<file path="config.mk">
export PLATFORM = sky130hd
export DESIGN_NAME = dlock_ctrl
export DESIGN_NICKNAME = d
export VERILOG_FILES = /design/src/rtl/dlock_ctrl.sv
export SDC_FILE = /design/constraint.sdc
export NUM_CORES = 1
export LEC_CHECK = 0
export CORE_MARGIN = 4
export CORE_UTILIZATION = 29
export CTS_BUF_LIST = sky130_fd_sc_hd__clkbuf_16
export DETAILED_ROUTE_END_ITERATION = 6
export PLACE_DENSITY = 0.48
export SETUP_SLACK_MARGIN = 0.2
export SKIP_LAST_GASP = 1
export SYNTH_ARGS = -nofsm -noshare
export SYNTH_HDL_FRONTEND = slang
export SYNTH_SLANG_ARGS = --single-unit
</file>
<file path="constraint.sdc">
create_clock -name clk -period 2.3 [get_ports clk]
set_clock_uncertainty 0.2 [all_clocks]
set_input_delay 0.23 -clock clk [delete_from_list [all_inputs] [get_ports clk]]
set_output_delay 0.23 -clock clk [all_outputs]
set_load 0.005 [all_outputs]
</file>
<file path="src/rtl/dlock_ctrl.sv">
// dlock_ctrl: attempt-based serial lock controller with timed unlock window and failure lockout
// Ports: clk (state on falling edge), clear (async reset), b_in/b_vld (button bit + strobe),
//        prog_en/prog_code (code reload, honoured only while unlocked),
//        unlock, lockout, fail_cnt, entry_done (registered status outputs)
module dlock_ctrl #(
   parameter int                CODE_W       = 6,
   parameter logic [CODE_W-1:0] DEFAULT_CODE = 6'b101100,
   parameter int                MAX_FAIL     = 3,
   parameter int                UNLOCK_CYC   = 16,
   parameter int                LOCKOUT_CYC  = 64,
   parameter int                GAP_CYC      = 32
) (
   input  logic                          clk,
   input  logic                          clear,
   input  logic                          b_in,
   input  logic                          b_vld,
   input  logic                          prog_en,
   input  logic [CODE_W-1:0]             prog_code,
   output logic                          unlock,
   output logic                          lockout,
   output logic [$clog2(MAX_FAIL+1)-1:0] fail_cnt,
   output logic                          entry_done
);
   localparam int FW   = $clog2(MAX_FAIL + 1);
   localparam int BW   = $clog2(CODE_W + 1);
   localparam int GW   = $clog2(GAP_CYC + 1);
   localparam int TMAX = (UNLOCK_CYC > LOCKOUT_CYC) ? UNLOCK_CYC : LOCKOUT_CYC;
   localparam int TW   = $clog2(TMAX + 1);
   typedef enum logic [1:0] {COLLECT = 2'd0, UNLOCK = 2'd1, LOCKOUT = 2'd2} state_t;
   state_t            state_q, state_d;
   logic [CODE_W-1:0] code_q, code_d, shift_q, shift_d, entry;
   logic [BW-1:0]     bit_q, bit_d;
   logic [GW-1:0]     gap_q, gap_d;
   logic [TW-1:0]     tmr_q, tmr_d;
   logic [FW-1:0]     fail_q, fail_d, fail_inc;
   logic              unlock_q, unlock_d, lockout_q, lockout_d, done_q, done_d;
   always_comb begin
      state_d   = state_q;
      code_d    = code_q;
      shift_d   = shift_q;
      bit_d     = bit_q;
      gap_d     = gap_q;
      tmr_d     = tmr_q;
      fail_d    = fail_q;
      unlock_d  = unlock_q;
      lockout_d = lockout_q;
      done_d    = 1'b0;
      entry     = {shift_q[CODE_W-2:0], b_in};
      fail_inc  = fail_q + FW'(1);
      case (state_q)
         COLLECT: begin
            unlock_d  = 1'b0;
            lockout_d = 1'b0;
            tmr_d     = '0;
            if (b_vld) begin
               gap_d = '0;
               if (bit_q == BW'(CODE_W - 1)) begin
                  done_d  = 1'b1;
                  bit_d   = '0;
                  shift_d = '0;
                  if (entry == code_q) begin
                     state_d  = UNLOCK;
                     unlock_d = 1'b1;
                     fail_d   = '0;
                  end else begin
                     fail_d = fail_inc;
                     if (fail_inc == FW'(MAX_FAIL)) begin
                        state_d   = LOCKOUT;
                        lockout_d = 1'b1;
                     end
                  end
               end else begin
                  shift_d = entry;
                  bit_d   = bit_q + BW'(1);
               end
            end else if (bit_q != '0) begin
               // a stalled partial entry is dropped silently, not counted as a failure
               gap_d = gap_q + GW'(1);
               if (gap_d == GW'(GAP_CYC)) begin
                  gap_d   = '0;
                  bit_d   = '0;
                  shift_d = '0;
               end
            end
         end
         UNLOCK: begin
            if (prog_en || tmr_q == TW'(UNLOCK_CYC - 1)) begin
               state_d  = COLLECT;
               unlock_d = 1'b0;
               tmr_d    = '0;
               code_d   = prog_en ? prog_code : code_q;
            end else begin
               tmr_d = tmr_q + TW'(1);
            end
         end
         LOCKOUT: begin
            if (tmr_q == TW'(LOCKOUT_CYC - 1)) begin
               state_d   = COLLECT;
               lockout_d = 1'b0;
               fail_d    = '0;
               tmr_d     = '0;
               bit_d     = '0;
               shift_d   = '0;
            end else begin
               tmr_d = tmr_q + TW'(1);
            end
         end
         default: begin
            state_d   = COLLECT;
            unlock_d  = 1'b0;
            lockout_d = 1'b0;
            fail_d    = '0;
            bit_d     = '0;
            shift_d   = '0;
            gap_d     = '0;
            tmr_d     = '0;
         end
      endcase
   end
   always_ff @(negedge clk or posedge clear) begin
      if (clear) begin
         state_q   <= COLLECT;
         code_q    <= DEFAULT_CODE;
         shift_q   <= '0;
         bit_q     <= '0;
         gap_q     <= '0;
         tmr_q     <= '0;
         fail_q    <= '0;
         unlock_q  <= 1'b0;
         lockout_q <= 1'b0;
         done_q    <= 1'b0;
      end else begin
         state_q   <= state_d;
         code_q    <= code_d;
         shift_q   <= shift_d;
         bit_q     <= bit_d;
         gap_q     <= gap_d;
         tmr_q     <= tmr_d;
         fail_q    <= fail_d;
         unlock_q  <= unlock_d;
         lockout_q <= lockout_d;
         done_q    <= done_d;
      end
   end
   assign unlock     = unlock_q;
   assign lockout    = lockout_q;
   assign fail_cnt   = fail_q;
   assign entry_done = done_q;
endmodule

</file>
### Word-level counts from Yosys, hierarchy flattened

Index checks and enable logic that the tools add are counted.

* magnitude comparators: 0
* multiplexer cells: 44
* multiply operators: 0
* equal/unequal tests: 15
* div/mod/pow operators: 0
* add/sub/neg operators: 4
* reductions and logical operators: 11
* bitwise gates (word level): 3
* shifts and indexed selects: 0

Operators by type and width (number)
* $mux W5: 5
* $mux W2: 9
* $mux W6: 3
* $mux W3: 5
* $pmux W5 S3: 1
* $mux W7: 2
* $pmux W7 S2: 1
* $mux W1: 12
* $pmux W2 S3: 2
* $pmux W6 S2: 1
* $ne A3 B3 Y1 const B: 3
* $pmux W3 S3: 1
* $ne A2 B2 Y1 const B: 4
* $reduce_and A4 Y1: 2
* $add A7 B1 Y7 const B: 1
* $eq A7 B4 Y1 const B: 1
* $eq A7 B6 Y1 const B: 1
* $add A6 B1 Y6 const B: 1
* $eq A6 B6 Y1: 1
* $eq A6 B6 Y1 const B: 1
* $pmux W1 S3: 2
* $reduce_and A2 Y1: 3
* $reduce_and A5 Y1: 1
* $eq A2 B2 Y1 const B: 2
* 10 further kinds: 12

* bits in read-only memories: 0
* memories: 0
* memory bits (writable): 0
* output and inout bits: 5
* bits of input ports: 11
* flip-flop bits (word level): 34
* bits in latches: 0
* word-level logic and storage cells: 87

### Logic depth before layout (Yosys ltp)

Gate-level depths: netlist (run 1).

* depth after elaboration: 7
* gate-level depth with buffers: 9

==> results of run 1 <==
cell usage after synthesis, types with 3 or more instances:
library cell | instances | area share
mux2_2 | 6 | 0.038
nand2_1 | 21 | 0.044
nor4_1 | 4 | 0.014
nor2_1 | 12 | 0.025
nor2b_1 | 3 | 0.010
o22ai_1 | 3 | 0.010
dfstp_2 | 3 | 0.044
xnor2_1 | 4 | 0.020
inv_1 | 10 | 0.021
ha_1 | 6 | 0.042
o31ai_1 | 5 | 0.021
xor2_1 | 6 | 0.029
dfrtn_1 | 31 | 0.43
o21ai_0 | 9 | 0.025
a21o_1 | 6 | 0.025
and3_1 | 4 | 0.014
nand3_1 | 7 | 0.020
through the flow:
stage / hold WS (ps) / power (W)
after floorplan: 159 / 0.00165
after global placement: 171 / 0.00192
after detailed placement: 204 / 0.00195
after CTS: 207 / 0.00274
after global routing: 233 / 0.00305
final: 204 / 0.00285
layout make-up:
| class | instances | area share |
|---|---|---|
| Multi-Input combinational cell | 128 | 0.415 |
| Sequential cell | 34 | 0.324 |
| Timing Repair Buffer | 46 | 0.154 |
| Clock buffer | 5 | 0.0474 |
| Tap cell | 75 | 0.0356 |
| Inverter | 9 | 0.0142 |
| Clock inverter | 6 | 0.00996 |
report_power, final:
| part | internal, W | leakage, nW | total [W] | switching, W |
|---|---|---|---|---|
| Sequential | 0.000783 | 0.448 | 0.000941 | 0.000159 |
| Combinational | 0.000679 | 0.696 | 0.00125 | 0.000574 |
| Clock | 0.000402 | 0.0893 | 0.000661 | 0.000259 |
| Total | 0.00186 | 1.23 | 0.00285 | 0.000992 |
metal layers:
layer | GRT usage | vias to the layer above | wire (um)
met5 | 0 | - | 0
met4 | 0.0297 | 0 | 51
met3 | 0.0418 | 8 | 192
met2 | 0.204 | 26 | 2080
met1 | 0.150 | 721 | 1790
li1 | - | 721 | -
worst max-delay path, stage by stage:
cell      delay [ps]
buf_6            100
xor2_1           130
nor4_1           180
nand3_1          220
o211ai_1         250
o211ai_2         110
flip-flops by register name, indices dropped and copies added, names as in the netlist, 2 cells and up:
signal    flops
bit_q         3
code_q        6
fail_cnt      2
gap_q         6
shift_q       5
state_q       2
tmr_q         7
logic make-up after synthesis:
group                    after synthesis  synth area share
flip-flops                            34             0.477
AO/OA/AOI/OAI                         35             0.140
adder cells (fa/ha/maj)                6            0.0419
buffers and inverters                 15            0.0405
multiplexers                           7            0.0433
XOR/XNOR                              10            0.0489
AND/OR/NAND/NOR                       70             0.208
final timing paths:
kind | from | end | slack, ps
max | b_in | state_q[1]$_DFFE_NP0P_ | -120
min | tmr_q[0]$_DFF_NP0_ | tmr_q[0]$_DFF_NP0_ | 200
max reg2reg | state_q[1]$_DFFE_NP0P_ | shift_q[1]$_DFFE_NP0P_ | 70
min reg2reg | tmr_q[0]$_DFF_NP0_ | tmr_q[0]$_DFF_NP0_ | 200
max in group asynchronous | clear | gap_q[1]$_DFFE_NP0P_ | 480
min in group asynchronous | clear | code_q[0]$_DFFE_NP0P_ | 1020
timing repair:
action,in CTS,in global routing
buffers inserted,5,4
gates cloned,0,0
setup endpoints to repair,39,33
hold buffers,0,0
pin swaps,16,15
resized for setup,63,20
==> results.sh, run 1 <==
export IMPL_outcome="finished with violations"
export IMPL_violations="negative setup slack"
export IMPL_drc=0
export IMPL_place_area_um2=2280
export IMPL_ant_nets=0
export IMPL_ys_seq_area_frac=0.477
export IMPL_drv_slew=0
export IMPL_vdd_ir_drop_max_mv=0.518
export IMPL_multi_input_area_um2=1100
export IMPL_num_io_pins=16
export IMPL_first_global_vias=1534
export IMPL_grt_ovfl_total=0
export IMPL_rows=28
export IMPL_synthArstFlopShare=1.00
export IMPL_nets=244
export IMPL_min_path_type="reg -> reg"
export IMPL_wire_per_inst_um=13.6
export IMPL_grt_use_total=0.121
export IMPL_crit_fanout=5
export IMPL_dpl_worst_slack_ps=-885
export IMPL_setup_viol=21
export IMPL_first_iter_violations=26
export IMPL_cp_start_kind="primary input"
export IMPL_syn_avg_cell_area_um2=10.1
export IMPL_power_density_nw_per_um2=1080
export IMPL_drt_total_wl_mm=4.12
export IMPL_hold_violations=0
export IMPL_core_um2=5960
export IMPL_fin_cells=303
export IMPL_worstMarginPinSlew_ps=344
export IMPL_crit_arrival_ps=1210
export IMPL_slew_headroom=0.770
export IMPL_regArea_um2=855
export IMPL_antenna_found_initial=0
export IMPL_nFillCells=579
export IMPL_insertion_delay_ps=350
export IMPL_final_setup_tns_ps=-1980
export IMPL_crit_path_end_kind="flip-flop"
export IMPL_drv_cap=0
export IMPL_drive_above_1_share=0.430
export IMPL_layout_commonest_cell="dfrtn_1"
export IMPL_dr_pass1_iters=4
export IMPL_clockBufferDepth=2
export IMPL_synth_ff_type="dfrtn_1"
export IMPL_holdPathStages=1
export IMPL_die_w_um=86.6
export IMPL_final_area_um2=2640
export IMPL_syn_to_final_growth_pct=47.3
export IMPL_worstPathRequired_ps=1090
export IMPL_crit_type="in -> reg"
export IMPL_synth_nets=194
export IMPL_synth_edf_count=0
export IMPL_dieArea_um2=7500
export IMPL_die_h_um=86.6
export IMPL_utilization=0.443
export IMPL_port_buffer_count=15
export IMPL_rsz0062_at_grt="yes"
export IMPL_dp_hpwl_mm=3.04
export IMPL_gp_congestion=0.749
export IMPL_syn_area_um2=1790
export IMPL_final_cell_mix="dfrtn_1, buf_4, nand2_1, inv_1, buf_6"
export IMPL_ys_types=48
export IMPL_grt_pass1_wl_mm=7.19
export IMPL_p_leak_nw=1.23
export IMPL_numPlacedInstances=284
export IMPL_cts_sinks=34
export IMPL_synth_warnings=0
export IMPL_cts_root_buf="clkbuf_16"
export IMPL_start_util=0.301
export IMPL_syn_inst=177
export IMPL_diodes=0
export IMPL_rr_worst_depth=8
export IMPL_vias=1476
export IMPL_grt_max_degree=31
export IMPL_viasPerCell=4.87
export IMPL_cts_buffers=5
export IMPL_ctsHtreeMaxLevel=2
export IMPL_ys_ff_latch=34
export IMPL_path_clk_slew_ps=40
export IMPL_setup_slack_ps=-122
export IMPL_cts_tree="done"
Power figures use the tool's default switching activity.
==> run 2: changes to the inputs <==
- CORE_MARGIN: 4 -> default
- CTS_CLUSTER_SIZE: default -> 14
==> run 2 against run 1 <==
The flow still finishes with violations (negative setup slack). Final cell count decreased by 0.99%. Design area fell by 1.5%. Sequential share of layout area increased by 0.50 points. Largest cell class unchanged. Highest routed layer unchanged.
==> results.sh, run 2 (synthesis gave the netlist of run 1 again) <==
export IMPL_drive_above_1_share=0.391
export IMPL_wire_per_inst_um=14.0
export IMPL_cp_startpoint="b_vld"
export IMPL_p_leak_nw=1.22
export IMPL_rows=28
export IMPL_nets=241
export IMPL_insertion_delay_ps=350
export IMPL_violations="negative setup slack"
export IMPL_core_um2=5960
export IMPL_hold_violations=0
export IMPL_cts_root_buf="clkbuf_16"
export IMPL_crit_path_end="shift_q[1]$_DFFE_NP0P_"
export IMPL_final_setup_tns_ps=-2030
export IMPL_setup_slack_ps=-162
export IMPL_largest_reg_flops=7
export IMPL_grt_ovfl_total=0
export IMPL_drv_cap=0
export IMPL_first_global_vias=1512
export IMPL_place_area_um2=2280
export IMPL_top_regs="tmr_q (7), code_q (6), gap_q (6)"
export IMPL_path_cells="buf_6 > or2b_4 > nor4_4 > or2_0 > buf_4 > nor2_2 > a21o_1"
export IMPL_cts_buffers=5
export IMPL_slowest_stage="or2b_4"
export IMPL_start_util=0.301
export IMPL_die_h_um=80.6
export IMPL_drt_total_wl_mm=4.19
export IMPL_regMostFlops="tmr_q"
export IMPL_final_cell_mix="dfrtn_1, buf_4, nand2_1, inv_1, nor2_1"
export IMPL_viasPerCell=4.91
export IMPL_dieArea_um2=6500
export IMPL_r2r_end="shift_q[1]$_DFFE_NP0P_"
export IMPL_max_stage_delay_ps=260
export IMPL_outcome="finished with violations"
export IMPL_ctsHtreeMaxLevel=2
export IMPL_dr_pass1_iters=4
export IMPL_rr_worst_depth=8
export IMPL_drv_slew=0
export IMPL_setup_viol=21
export IMPL_first_iter_violations=80
export IMPL_port_buffer_count=15
export IMPL_cts_tree="done"
export IMPL_drc=0
export IMPL_grt_use_total=0.141
export IMPL_worstMarginPinSlew_ps=322
export IMPL_grt_pass1_wl_mm=6.98
export IMPL_final_area_um2=2600
export IMPL_cp_start_kind="primary input"
export IMPL_gp_congestion=0.742
export IMPL_power_density_nw_per_um2=1070
export IMPL_grt_max_degree=16
export IMPL_min_delay_start="tmr_q[0]$_DFF_NP0_"
export IMPL_layout_commonest_cell="dfrtn_1"
export IMPL_crit_type="in -> reg"
export IMPL_crit_arrival_ps=1260
export IMPL_num_io_pins=16
export IMPL_slew_headroom=0.785
export IMPL_crit_path_end_kind="flip-flop"
export IMPL_ff2ff_setup_slack_ps=40
export IMPL_vdd_ir_drop_max_mv=0.541
export IMPL_fin_cells=300
export IMPL_die_w_um=80.6
export IMPL_path_clk_slew_ps=40
export IMPL_min_path_type="reg -> reg"
export IMPL_cts_sinks=34
export IMPL_dp_hpwl_mm=3.02
export IMPL_numPlacedInstances=283
export IMPL_rsz0062_at_grt="yes"
export IMPL_syn_to_final_growth_pct=45.0
export IMPL_utilization=0.436
export IMPL_clockBufferDepth=2
export IMPL_timing_rr_start="state_q[1]$_DFFE_NP0P_"
export IMPL_antenna_found_initial=0
export IMPL_ant_nets=0
export IMPL_vias=1473
export IMPL_crit_fanout=6
export IMPL_diodes=0
export IMPL_worstPathRequired_ps=1100
-- run 2: power by group --
group / switching [W] / internal (W)
sequential: 0.000161 / 0.000783
clock: 0.000257 / 0.000398
combinational: 0.000562 / 0.000631
total: 0.000980 / 0.00181
-- run 2: routing by layer --
metal,vias up,GRT usage,part of all wire
met2,27,0.247,0.52
met3,6,0.0341,0.032
met5,-,0,0
li1,716,-,-
met1,724,0.163,0.43
met4,0,0.0589,0.015
-- run 2: area by class of cell --
| class | instances | area, um2 |
|---|---|---|
| clock inverter | 6 | 23.8 |
| timing repair buffer | 43 | 390 |
| multi-input combinational | 128 | 1070 |
| inverter | 9 | 37.5 |
| fill | 598 | 3360 |
| sequential | 34 | 855 |
| tap | 75 | 93.8 |
| clock buffer | 5 | 125 |
-- run 2: metrics by stage --
stage | power (W) | setup slack [ps] | hold WS (ps)
after global placement | 0.00190 | -849 | 177
after global routing | 0.00297 | -288 | 235
final | 0.00279 | -162 | 193
after detailed placement | 0.00193 | -887 | 193
after CTS | 0.00269 | -229 | 194
after floorplan | 0.00165 | -359 | 159
-- run 2: what timing repair did --
item,CTS,global route
buffers inserted,5,2
setup endpoints to repair,39,33
gates resized for setup,55,18
hold buffers,0,0
pin swaps,18,7
-- run 2: critical path, delay by kind of cell --
kind | cells | cell delay, ps
compound gates | 1 | 150
buf+inv | 2 | 250
simple gates | 4 | 640
-- run 2: how the worst min path moves through the flow --
stage,slack (ps),end,cells past startpoint
global placement,180,tmr_q[0]$_DFF_NP0_,1
floorplan,160,tmr_q[0]$_DFF_NP0_,1
finish,190,tmr_q[0]$_DFF_NP0_,1
global route,230,tmr_q[0]$_DFF_NP0_,1
CTS,190,tmr_q[0]$_DFF_NP0_,1
detailed placement,190,tmr_q[0]$_DFF_NP0_,1
==> run 3: changes to the inputs <==
- SKIP_CTS_REPAIR_TIMING: default -> 1
- SLEW_MARGIN: default -> 30
==> run 3 against run 2 <==
The run still ends with negative setup slack left. Register-to-register slack hardly changed. Setup slack worse by 30 ps. Utilization rose by 0.084 points. Global-route usage down 0.43 points. Largest cell class unchanged. Sequential share of layout area decreased by 0.063 points. Sequential power shrank 0.6%. Critical path depth did not move. Worst hold slack hardly changed. Routed wire length decreased by 3.1%.
==> results.sh, run 3 (synthesis gave the netlist of run 1 again) <==
export IMPL_dpl_worst_slack_ps=-887
export IMPL_top_regs="tmr_q (7), code_q (6), gap_q (6)"
export IMPL_power_density_nw_per_um2=1060
export IMPL_clockBufferDepth=2
export IMPL_cts_sinks=34
export IMPL_grt_use_total=0.137
export IMPL_largest_reg_flops=7
export IMPL_die_w_um=80.6
export IMPL_drt_total_wl_mm=4.06
export IMPL_grt_max_degree=16
export IMPL_setup_slack_ps=-192
export IMPL_fin_cells=299
export IMPL_cp_start_kind="primary input"
export IMPL_final_cell_mix="dfrtn_1, buf_4, nand2_1, inv_1, nor2_1"
export IMPL_dieArea_um2=6500
export IMPL_dp_hpwl_mm=3.02
export IMPL_wire_per_inst_um=13.6
export IMPL_port_buffer_count=15
export IMPL_pwr_share_comb=0.423
export IMPL_core_um2=5960
export IMPL_cp_depth=7
export IMPL_first_global_vias=1478
export IMPL_drv_cap=0
export IMPL_rsz0062_at_grt="yes"
export IMPL_drive_above_1_share=0.384
export IMPL_crit_type="in -> reg"
export IMPL_nets=240
export IMPL_regArea_um2=855
export IMPL_min_path_type="reg -> reg"
export IMPL_crit_path_end_kind="flip-flop"
export IMPL_first_iter_violations=63
export IMPL_regMostFlops="tmr_q"
export IMPL_cts_tree="done"
export IMPL_crit_buf_inv=2
export IMPL_insertion_delay_ps=350
export IMPL_dr_pass1_iters=4
export IMPL_diodes=0
export IMPL_worstPathRequired_ps=1100
export IMPL_p_int_w=0.00179
export IMPL_numPlacedInstances=283
export IMPL_die_h_um=80.6
export IMPL_rows=28
export IMPL_vdd_ir_drop_max_mv=0.538
export IMPL_ctsHtreeMaxLevel=2
export IMPL_slew_headroom=0.782
export IMPL_p_sw_frac=0.351
export IMPL_setup_viol=20
export IMPL_rr_worst_depth=8
export IMPL_start_util=0.301
export IMPL_vias=1456
export IMPL_antenna_found_initial=0
export IMPL_outcome="finished with violations"
export IMPL_grt_pass1_wl_mm=6.76
export IMPL_violations="negative setup slack"
export IMPL_path_clk_slew_ps=40
export IMPL_layout_commonest_cell="dfrtn_1"
export IMPL_drc=0
export IMPL_num_io_pins=16
export IMPL_crit_arrival_ps=1290
export IMPL_hold_slack_ps=193
export IMPL_hold_violations=0
export IMPL_gp_congestion=0.742
export IMPL_cts_buffers=5
export IMPL_slowest_stage="or2b_4"
export IMPL_switching_power_w=0.000967
export IMPL_sequentialPowerShare=0.341
export IMPL_crit_fanout=6
export IMPL_viasPerCell=4.87
export IMPL_power_frac_clock=0.237
export IMPL_p_leak_nw=1.22
export IMPL_holdPathStages=1
export IMPL_cts_root_buf="clkbuf_16"
export IMPL_max_stage_delay_ps=260
export IMPL_syn_to_final_growth_pct=45.3
export IMPL_ant_nets=0
export IMPL_path_delay_family="simple AND/OR/NAND/NOR gates"
export IMPL_nFillCells=601
export IMPL_worstMarginPinSlew_ps=326
export IMPL_multi_input_area_um2=1090
export IMPL_drv_slew=0
export IMPL_grt_ovfl_total=0
export IMPL_path_cells="buf_6 > or2b_4 > nor4_4 > or2_0 > buf_4 > nor2_2 > a21o_1"
[run 3: changes by cell type in the layout (fill, tap and decap cells not counted), sizes merged]
cell          before  now
buf               36   35
dlygate4sd2        1    0
dlymetal6s2s       2    3
[run 3: per-stage QoR]
stage / utilization / cell area (um2) / setup TNS, ps / total power (W)
6_report: 0.437 / 2600 / -2230 / 0.00276
5_1_grt: 0.437 / 2600 / -3050 / 0.00293
4_1_cts: 0.407 / 2430 / -14720 / 0.00259
3_5_place_dp: 0.383 / 2280 / -23440 / 0.00193
3_3_place_gp: 0.383 / 2280 / -22800 / 0.00190
2_1_floorplan: - / 1900 / -3870 / 0.00165
[run 3: worst paths after layout]
check                                             from                     end  slack (ps)
min in group asynchronous                        clear   code_q[4]$_DFFE_NP0P_        1040
worst min register to register      tmr_q[0]$_DFF_NP0_      tmr_q[0]$_DFF_NP0_         190
worst min-delay path                tmr_q[0]$_DFF_NP0_      tmr_q[0]$_DFF_NP0_         190
worst max-delay path                             b_vld  shift_q[1]$_DFFE_NP0P_        -190
worst max register to register  state_q[1]$_DFFE_NP0P_  shift_q[1]$_DFFE_NP0P_          30
max in group asynchronous                        clear  state_q[1]$_DFFE_NP0P_         510
[run 3: layer usage]
layer  global-route usage  up-vias  share of wire
li1                     -      716              -
met1                0.159      713           0.46
met2                0.236       20           0.50
met3               0.0352        7          0.029
met4               0.0589        0          0.017
met5                    0        -              0
[run 3: final cells by class]
type | instances | share of cell area
clock inverters | 6 | 0.00913
flip-flops and latches | 34 | 0.328
clock buffers | 5 | 0.0481
inverters | 9 | 0.0144
repair buffers | 42 | 0.147
multi-input cells | 128 | 0.417
well taps | 75 | 0.0360
[run 3: power groups by stage]
stage / registers, W / clock network (W) / logic, W
after floorplan: 0.000890 / 0.0000108 / 0.000750
after global placement: 0.000937 / 0.0000108 / 0.000947
after detailed placement: 0.000939 / 0.0000108 / 0.000976
after CTS: 0.000934 / 0.000672 / 0.000986
after global routing: 0.000960 / 0.000703 / 0.00126
final: 0.000938 / 0.000652 / 0.00116
